[src/rtl/uart_rx.sv]
// UART receiver, 16x oversampled 8N1 framing with start-glitch rejection.
// Consumes the baud generator's one-cycle clk_enable tick; flags bad stop bits.
module uart_rx #(
  parameter int DATA_BITS  = 8,
  parameter int OVERSAMPLE = 16
) (
  input  logic                 clk,
  input  logic                 reset,
  input  logic                 clk_enable,
  input  logic                 rx,
  output logic [DATA_BITS-1:0] rx_data,
  output logic                 rx_valid,
  output logic                 frame_error,
  output logic                 busy
);

  localparam int TW = $clog2(OVERSAMPLE);
  localparam int BW = (DATA_BITS > 1) ? $clog2(DATA_BITS) : 1;

  localparam logic [TW-1:0] HALF_LAST = TW'(OVERSAMPLE / 2 - 1);
  localparam logic [TW-1:0] FULL_LAST = TW'(OVERSAMPLE - 1);
  localparam logic [BW-1:0] BIT_LAST  = BW'(DATA_BITS - 1);

  typedef enum logic [1:0] {
    IDLE,
    START,
    DATA,
    STOP
  } state_t;

  state_t               state, state_next;
  logic [TW-1:0]        tick_cnt, tick_next;
  logic [BW-1:0]        bit_cnt, bit_next;
  logic [DATA_BITS-1:0] shift_reg, shift_next;
  logic [DATA_BITS-1:0] data_next;
  logic                 valid_next, ferr_next;
  logic                 rx_meta, rx_s;

  // Synchronizer resets to the idle (high) line level so reset never fakes a start bit.
  always_ff @(posedge clk) begin
    if (reset) begin
      rx_meta <= 1'b1;
      rx_s    <= 1'b1;
    end else begin
      // NOTE: non-blocking assignments keep the two flops as a true two-stage pipeline.
      rx_meta <= rx;
      rx_s    <= rx_meta;
    end
  end

  always_ff @(posedge clk) begin
    if (reset) begin
      state       <= IDLE;
      tick_cnt    <= '0;
      bit_cnt     <= '0;
      shift_reg   <= '0;
      rx_data     <= '0;
      rx_valid    <= 1'b0;
      frame_error <= 1'b0;
      busy        <= 1'b0;
    end else begin
      state       <= state_next;
      tick_cnt    <= tick_next;
      bit_cnt     <= bit_next;
      shift_reg   <= shift_next;
      rx_data     <= data_next;
      rx_valid    <= valid_next;
      frame_error <= ferr_next;
      busy        <= (state_next != IDLE);
    end
  end

  always_comb begin
    // NOTE: every output of this block gets a default first, so no latch can be inferred.
    state_next = state;
    tick_next  = tick_cnt;
    bit_next   = bit_cnt;
    shift_next = shift_reg;
    data_next  = rx_data;
    valid_next = 1'b0;
    ferr_next  = 1'b0;

    if (clk_enable) begin
      case (state)
        IDLE: begin
          if (!rx_s) begin
            state_next = START;
            tick_next  = '0;
          end
        end

        START: begin
          if (tick_cnt != HALF_LAST) begin
            tick_next = tick_cnt + TW'(1);
          end else if (!rx_s) begin
            state_next = DATA;
            tick_next  = '0;
            bit_next   = '0;
          end else begin
            state_next = IDLE;
          end
        end

        DATA: begin
          if (tick_cnt != FULL_LAST) begin
            tick_next = tick_cnt + TW'(1);
          end else begin
            shift_next = {rx_s, shift_reg[DATA_BITS-1:1]};
            tick_next  = '0;
            if (bit_cnt == BIT_LAST) state_next = STOP;
            else                     bit_next   = bit_cnt + BW'(1);
          end
        end

        STOP: begin
          // Leaving at mid stop bit gives half a bit of slack to catch a back-to-back start.
          if (tick_cnt != FULL_LAST) begin
            tick_next = tick_cnt + TW'(1);
          end else begin
            if (rx_s) begin
              data_next  = shift_reg;
              valid_next = 1'b1;
            end else begin
              ferr_next = 1'b1;
            end
            tick_next  = '0;
            state_next = IDLE;
          end
        end

        default: state_next = IDLE;
      endcase
    end
  end

endmodule
[config.mk]
export PLATFORM = sky130hd
export DESIGN_NAME = uart_rx
export DESIGN_NICKNAME = d
export VERILOG_FILES = /design/src/rtl/uart_rx.sv
export SDC_FILE = /design/constraint.sdc
export NUM_CORES = 1
export LEC_CHECK = 0
export ABC_AREA = 1
export CORE_AREA = 4 4 57 59
export CTS_CLUSTER_DIAMETER = 100
export DETAILED_ROUTE_END_ITERATION = 8
export DIE_AREA = 0 0 61 63
export GPL_TIMING_DRIVEN = 0
export PLACE_DENSITY = 0.72
export SLEW_MARGIN = 20
export SYNTH_ARGS = -nofsm -noshare
export SYNTH_HDL_FRONTEND = slang
export SYNTH_SLANG_ARGS = --single-unit
[constraint.sdc]
create_clock -name clk -period 1.3 [get_ports clk]
set_input_delay 0.325 -clock clk [delete_from_list [all_inputs] [get_ports clk]]
set_output_delay 0.325 -clock clk [all_outputs]
set_load 0.01 [all_outputs]
======== Yosys cells after proc, flatten, opt, wreduce, memory -nomap -nowiden ========
Cells that the tools add are included.
word-level totals
  logic and storage cells ................. 52
  bits in registers ....................... 30
  output and inout port bits .............. 11
cells by class
  bitwise logic cells ..................... 3
  muxes and demuxes ....................... 19
  reductions and logical operators ........ 8
  add/sub/neg operators ................... 2
  equality and inequality tests ........... 10
operators with widths
  cell                   count
  $mux W2                7
  $mux W3                4
  $mux W4                3
  $pmux W4 S3            1
  $ne A2 B2 Y1 const B   4
  $pmux W2 S4            1
  $pmux W3 S2            1
  $reduce_and A6 Y1      1
  $add A4 B1 Y4 const B  1
  $eq A2 B2 Y1 const B   2
  $ne A4 B3 Y1 const B   1
  $ne A4 B4 Y1 const B   1
  $reduce_and A4 Y1      1
  $reduce_bool A2 Y1     2
  $reduce_or A4 Y1       1
  $add A3 B1 Y3 const B  1
  $eq A3 B3 Y1 const B   1
  $not A1 Y1             3
  $reduce_and A3 Y1      1
  $eq A2 B1 Y1 const B   1
  $logic_not A2 Y1       1
  $mux W1                2
  $reduce_or A2 Y1       1

======== Logic depth before layout (Yosys ltp) ========
Gate-level depths: netlist of the first run.
  depth after elaboration ................. 6
  gate-level depth with buffers ........... 10
  depth with buffers taken out ............ 10

======== Least setup slack after synthesis of the first run ========
Ideal clock, no wire load.
  kind .................................... register to register
  from .................................... register tick_cnt[0]
  to ...................................... register rx_data[7]
  data required time ...................... 1.234 ns
  path buffers ............................ 0
  stages on the path, launching flop included .. 8
  setup slack ............................. -0.021 ns
  period minus slack after synthesis ...... 1.321 ns
  arrival time ............................ 1.254 ns
  path through ............................ dfxtp_1 ha_1 nand3_4 nor2_4 nand4_4 clkinv_4 nand2_1 a21oi_2
on the way
  cells in the longest elaborated chain, start to end .. 3
RTL lines
  item                                RTL line  RTL
  from (decl)                         32        logic [TW-1:0] tick_cnt, tick_next;
  from (signal assigned)              63        tick_cnt <= tick_next;
  $ne A4 B4 Y1                        117       if (tick_cnt != FULL_LAST) begin
  $not A1 Y1 (no source line)         -
  $reduce_and A4 Y1 (no source line)  -
  to (signal assigned)                66        rx_data <= data_next;
  to (decl)                           11        output logic [DATA_BITS-1:0] rx_data,
Every way passes these cells.
A chain may end at the register's enable or synchronous reset.

======== Final worst setup path of the first run ========
  from .................................... register tick_cnt[0]
  to ...................................... register shift_reg[1]
on the way
  cells in the longest elaborated chain, start to end .. 3
RTL lines
  item                                RTL line  RTL
  $ne A4 B4 Y1                        105       if (tick_cnt != FULL_LAST) begin
  $not A1 Y1 (no source line)         -
  $reduce_and A3 Y1 (no source line)  -
  to (signal assigned)                65        shift_reg <= shift_next;
  to (decl)                           34        logic [DATA_BITS-1:0] shift_reg, shift_next;
Every way passes these cells.

==> results of run 1 <==
power by group:
| part | internal (W) | switching, W |
|---|---|---|
| Clock | 0.000398 | 0.000342 |
| Sequential | 0.000919 | 0.00000434 |
| Combinational | 0.0000265 | 0.0000555 |
metal layers:
layer	share of wire, %	vias to the layer above	routed length, um
met1	40	607	1400
met5	0	-	0
met4	2.2	0	76
met3	5.7	11	200
met2	53	47	1850
li1	-	636	-
placed cells by master (no fill, tap or decap), types with 5 or more instances in the layout:
cell type	count
a21oi_1	10
a21oi_2	6
buf_4	10
clkbuf_4	5
clkdlybuf4s15_1	5
dfxtp_1	24
inv_1	9
nand2_1	36
nand2_2	5
nand3_1	8
nor2_1	17
nor2_2	7
o21ai_2	8
worst min path at each step:
stage / from / end / depth (start not counted)
2_1_floorplan: rx_meta$_SDFF_PP1_ / rx_s$_SDFF_PP1_ / 1
3_5_place_dp: rx_meta$_SDFF_PP1_ / rx_s$_SDFF_PP1_ / 1
4_1_cts: reset / rx_data[7]$_SDFFE_PP0P_ / 2
6_report: reset / rx_data[7]$_SDFFE_PP0P_ / 2
5_1_grt: reset / rx_data[7]$_SDFFE_PP0P_ / 2
3_3_place_gp: rx_meta$_SDFF_PP1_ / rx_s$_SDFF_PP1_ / 1
area by class of cell:
type	count	share of cell area [%]
sequential	30	33.0
clock buffer	5	2.02
buffer	4	1.35
timing repair inverter	1	0.471
inverter	14	3.50
multi-input combinational	127	45.1
clock inverter	3	2.15
timing repair buffer	24	10.4
tap	31	2.09
per-stage QoR:
| stage | cell area, sq um | TNS, ps | std cells | hold slack, ps |
|---|---|---|---|---|
| floorplan | 1320 | 0 | 173 | 389 |
| global placement | 1490 | -10100 | 217 | 394 |
| detailed placement | 1490 | -10200 | 217 | 397 |
| CTS | 1740 | -696 | 234 | 331 |
| global route | 1860 | -2930 | 239 | 352 |
| finish | 1860 | -987 | 239 | 355 |
worst register-to-register path, stage by stage (launching register included):
cell and delay [ps]:
dfxtp_4 370, ha_4 160, nand3_4 110, nor2_4 170, buf_6 160, nand2_4 70
o21ai_1 190, nor2_1 90
repair_timing:
| item | CTS | global route |
|---|---|---|
| resized for setup | 45 | 45 |
| cloned | 2 | 1 |
| pin swaps | 8 | 11 |
| endpoints found under the setup margin | 36 | 36 |
| hold buffers | 0 | 0 |
| buffers inserted | 7 | 4 |
logic make-up (layout without fill, tap and decap cells):
kind of cell               after synthesis  in the layout  synth area share, %
AOI/OAI and AO/OA                       29             29                 11.3
xor gates and xnor gates                 1              1                0.666
adders and majority gates                3              3                 2.85
buffers and inverters                   18             51                 6.37
DFF                                     30             30                 45.7
and+or+nand+nor                         92             94                 33.1
==> reports/qor.txt, run 1 <==
headroom to the max-slew limit: 59.3%
final period utilization: 108%
Die Y-Extent: 63 um
flip-flop and latch count after synthesis: 30
clock tree from TritonCTS: yes
Final Slew Violations: 0
fillers: 217
first-pass GRT wire length: 5.56 mm
mean area per synthesized cell: 7.60 sq um
proportion of register bits with asynchronous set or reset after synthesis: 0%
fraction of the core area covered by cells at the end of the flow: 68.6%
R2R cell count: 7
starting utilization of the core area: 48.5%
capture point of the worst path: shift_reg[1]$_SDFFE_PP0P_
aggregate routed wire length: 3.53 mm
post-route worst setup slack: -110 ps
Synth area leader: dfxtp_1
highest ir drop seen on vdd: 1.01 mV
total area of sequential cells: 613 sq um
post-route DRC violation count: 0
number of nets with antenna violations after routing: 0
static leakage: 0.768 nW
CORE AREA: 2710 sq um
number of hold-slack violations in the final timing report: 0
kind of critical path: flop to flop
Inserted Diodes: 0
crit path max-delay cell type: dfxtp_4
count of input and output buffers: 13
most frequently used cell type in the post-synthesis netlist: nand2_1
Tot Pwr: 0.00175 W
number of warnings issued by yosys: 0
number of nets in the synthesized netlist: 180
worst setup slack after placement: -536 ps
overall fraction of global-route tracks in use: 19.3%
CP Launch Type: flop
data required time of the worst path: 1530 ps
synthesized area: 1320 sq um
leading post-synthesis cells by instance count: nand2_1 (42), dfxtp_1 (30), nor2_1 (23)
total gr overflow: 0
post-synthesis cell count: 173
maximum number of pins on one net before global-route repair: 12
clock-pin slew reported for the worst setup and hold paths after clock tree synthesis: 100 ps
antenna violations before repair: 0
ports placed on the boundary: 15
overall via count from detail_route: 1301
Multi-input gate area: 837 sq um
CP Launch Point: tick_cnt[0]$_SDFFE_PP0P_
Die W: 61 um
transition at the pin with the smallest max-transition slack: 610 ps
worst clock skew: 10.3 ps
reg-to-reg critical path endpoint: shift_reg[1]$_SDFFE_PP0P_
critical-path maximum fanout: 4
result of the run: finished with violations
Top FF cell, synth: dfxtp_1
area growth from synthesis to final layout: 41.3%
count of flip-flops with a built-in enable after synthesis: 0
Final setup violation count: 21
dpl hpwl: 2.03 mm
crit path time final: 1410 ps
cts bufs inserted: 5
cell count along the critical path: 7
root buffer cell: clkbuf_4
met2 track demand over resource: 30.1%
critical-path cell list: ha_4 > nand3_4 > nor2_4 > buf_6 > nand2_4 > o21ai_1 > nor2_1
first-iteration detailed-routing DRC count: 83
max frequency: 709 MHz
grt peak-use layer: met2
Clock Sinks: 30
number of buffer and inverter stages on the critical path: 1
part of the Yosys area used for sequential elements: 45.7%
data arrival time of the worst path: 1640 ps
met3 GRT Util: 5.58%
crit-path leading delay family: simple AND/OR/NAND/NOR gates
row cnt: 19
source of the worst register-to-register timing path: tick_cnt[0]$_SDFFE_PP0P_
via-per-instance ratio: 5.44
global placer's final weighted congestion: 0.821
clock latency reported for the late side of the worst-skew pair: 340 ps
power per standard cell area: 940 nW/um^2
Critical Path Max Stage Delay: 370 ps
htree depth: 2
area share of the largest cell type after synthesis: 45.7%
critical path endpoint category: flop
synth top area cells: dfxtp_1 (46%), nand2_1 (12%), nor2_1 (6.6%)
maximum buffer depth of the clock tree: 2
vias in the first global route: 1202
met1 usage: 24.7%
type of the most critical hold path: primary input to flop
average wire per standard cell: 14.8 um
setup repair after global routing missed its margin: yes
Reg2Reg Setup Slack: -110 ps
die area: 3840 sq um
Post-layout nets: 214
number of maximum-capacitance constraint violations: 0
number of library cell types mapped by synthesis: 27
1st-pass router iterations: 4
violated checks: setup timing
layout cell share with drive strength beyond 1: 38.9%
Note: power is estimated with default switching activity, not from simulation.
==> run 2, diff against run 1 <==
Settings changed: ABC_CLOCK_PERIOD_IN_PS set to 1300, SKIP_LAST_GASP set to 1.
==> run 2 against run 1 <==
The run still ends with setup timing left. Power down 0.26%. Core utilization decreased by 0.51 points. First-iteration DRC count increased by 8.4%. Highest routed layer unchanged. Maximum frequency is 1.7% higher. Largest cell class unchanged. Final cell count is the same. Non-clock buffer count did not move. Register-to-register slack gained 20 ps. Worst hold slack worse by 4.4 ps. Combinational power decreased by 3.9%. Wire length is 1.2% lower.
==> reports/qor.txt, run 2 (synthesis results as in run 1) <==
top library cells by usage in the layout, fill and taps aside: nand2_1 (35), dfxtp_1 (23), nor2_1 (19)
overall fraction of global-route tracks in use: 19.6% (+0.28 points)
Final Slew Violations: 0 (unchanged)
critical-path cell list: ha_4 > nand3_4 > nor2_4 > nand4_4 > buf_4 > nand2_1 > a21oi_2
clock-pin slew reported for the worst setup and hold paths after clock tree synthesis: 90 ps (about the same)
row cnt: 19 (unchanged)
number of nets with antenna violations after routing: 0 (unchanged)
global placer's final weighted congestion: 0.821 (unchanged)
total gr overflow: 0 (unchanged)
area of all placed cells without fillers: 1840 sq um (-0.74%)
average wire per standard cell: 14.6 um (-1.2%)
data arrival time of the worst path: 1600 ps (-40 ps)
crit-path leading delay family: simple AND/OR/NAND/NOR gates
fraction of the core area covered by cells at the end of the flow: 68.1% (-0.51 points)
number of hold-repair buffers added at the cts stage: 0 (unchanged)
CP Launch Type: flop
most common library cell in the layout ignoring fill and taps: nand2_1
1st-pass router iterations: 4 (unchanged)
count of input and output buffers: 13 (unchanged)
CORE AREA: 2710 sq um (unchanged)
Die Y-Extent: 63 um (unchanged)
layout cell share with drive strength beyond 1: 38.0% (-0.96 points)
highest ir drop seen on vdd: 0.960 mV (-4.5%)
dpl hpwl: 2.03 mm (unchanged)
clock latency reported for the late side of the worst-skew pair: 340 ps (about the same)
fillers: 211 (-2.8%)
capture endpoint of the worst hold path: rx_data[7]$_SDFFE_PP0P_
total area of sequential cells: 614 sq um (+0.20%)
violated checks: setup timing
kind of critical path: flop to flop
Tot Pwr: 0.00174 W (-0.26%)
number of hold-slack violations in the final timing report: 0 (unchanged)
Post-layout nets: 214 (unchanged)
vias in the first global route: 1198 (-0.33%)
critical-path maximum fanout: 5 (+1)
headroom to the max-slew limit: 60.2% (+0.86 points)
origin of the worst min-delay path: reset
htree depth: 2 (unchanged)
reg-to-reg critical path endpoint: rx_data[7]$_SDFFE_PP0P_
post-route DRC violation count: 0 (unchanged)
Die W: 61 um (unchanged)
setup repair after global routing missed its margin: yes
Cell Area, Placed: 1490 sq um (unchanged)
data required time of the worst path: 1510 ps (-20 ps)
Reg2Reg Setup Slack: -90 ps (+20 ps)
maximum number of pins on one net before global-route repair: 12 (unchanged)
result of the run: finished with violations
critical path endpoint category: flop
antenna violations before repair: 0 (unchanged)
via-per-instance ratio: 5.26 (-3.4%)
maximum buffer depth of the clock tree: 2 (unchanged)
root buffer cell: clkbuf_4
Inserted Diodes: 0 (unchanged)
power per standard cell area: 944 nW/um^2 (+0.48%)
Multi-input gate area: 826 sq um (-1.3%)
area growth from synthesis to final layout: 40.2%
R2R cell count: 7 (unchanged)
ports placed on the boundary: 15 (unchanged)
crit path max-delay cell type: dfxtp_4
source of the worst register-to-register timing path: tick_cnt[0]$_SDFFE_PP0P_
worst setup slack after placement: -536 ps (unchanged)
hold path cells: 2 (unchanged)
Clock Sinks: 30 (unchanged)
aggregate routed wire length: 3.48 mm (-1.2%)
first-pass GRT wire length: 5.62 mm (+1.1%)
Hold Worst Slack: 350 ps (-4.42 ps)
static leakage: 0.762 nW (-0.73%)
die area: 3840 sq um (unchanged)
type of the most critical hold path: primary input to flop
cts bufs inserted: 5 (unchanged)
number of maximum-capacitance constraint violations: 0 (unchanged)
worst clock skew: 10.2 ps (-0.0470 ps)
Final setup violation count: 18 (-14%)
overall via count from detail_route: 1257 (-3.4%)
starting utilization of the core area: 48.5% (unchanged)
max frequency: 721 MHz (+1.7%)
post-route worst setup slack: -87.4 ps (+22.9 ps)
first-iteration detailed-routing DRC count: 90 (+8.4%)
crit path time final: 1390 ps (-22.9 ps)
Critical Path Max Stage Delay: 370 ps (about the same)
clock tree from TritonCTS: yes
final period utilization: 107% (-1.8 points)
transition at the pin with the smallest max-transition slack: 597 ps (-13.0 ps)
number of buffer and inverter stages on the critical path: 1 (unchanged)
[run 2: area by class of cell]
type	count	area share, %
Clock buffer	5	2.04
Timing Repair Buffer	24	10.4
Multi-Input combinational cell	127	44.8
Tap cell	31	2.10
Timing Repair inverter	1	0.271
Inverter	14	3.53
Sequential cell	30	33.3
Buffer	4	1.36
Clock inverter	3	2.17
[run 2: how the worst max path moves through the flow]
stage / start / endpoint / slack [ps] / depth (start not counted)
after detailed placement: clk_enable / bit_cnt[0]$_SDFFE_PP0P_ / -540 / 7
after floorplan: tick_cnt[0]$_SDFFE_PP0P_ / rx_data[7]$_SDFFE_PP0P_ / 10 / 7
after global routing: tick_cnt[0]$_SDFFE_PP0P_ / rx_data[5]$_SDFFE_PP0P_ / -130 / 7
after CTS: tick_cnt[1]$_SDFFE_PP0P_ / rx_data[5]$_SDFFE_PP0P_ / -60 / 7
after global placement: clk_enable / bit_cnt[0]$_SDFFE_PP0P_ / -500 / 8
final: tick_cnt[0]$_SDFFE_PP0P_ / rx_data[7]$_SDFFE_PP0P_ / -90 / 7
[run 2: metal layers]
| layer | vias to the layer above | wire, um | global-route usage (%) |
|---|---|---|---|
| li1 | 634 | - | - |
| met1 | 582 | 1410 | 24.1 |
| met2 | 35 | 1850 | 31.7 |
| met3 | 6 | 151 | 5.58 |
| met4 | 0 | 69 | 7.32 |
| met5 | - | 0 | 0 |
[run 2: what timing repair did]
action	in CTS	in global routing
setup buffers	7	4
setup endpoints to repair	36	36
gates resized for setup	43	40
pin swaps	8	10
gates cloned	2	1
[run 2: power by group]
group	leakage (nW)	internal, W	switching, W
logic	0.472	0.0000254	0.0000534
registers	0.245	0.000920	0.00000483
clock network	0.0450	0.000398	0.000340
total	0.762	0.00134	0.000398
[run 2: stage by stage]
step                TNS [ps]  instances
floorplan                  0        173
global placement      -10100        217
detailed placement    -10200        217
CTS                     -746        234
global route           -2260        239
finish                  -635        239
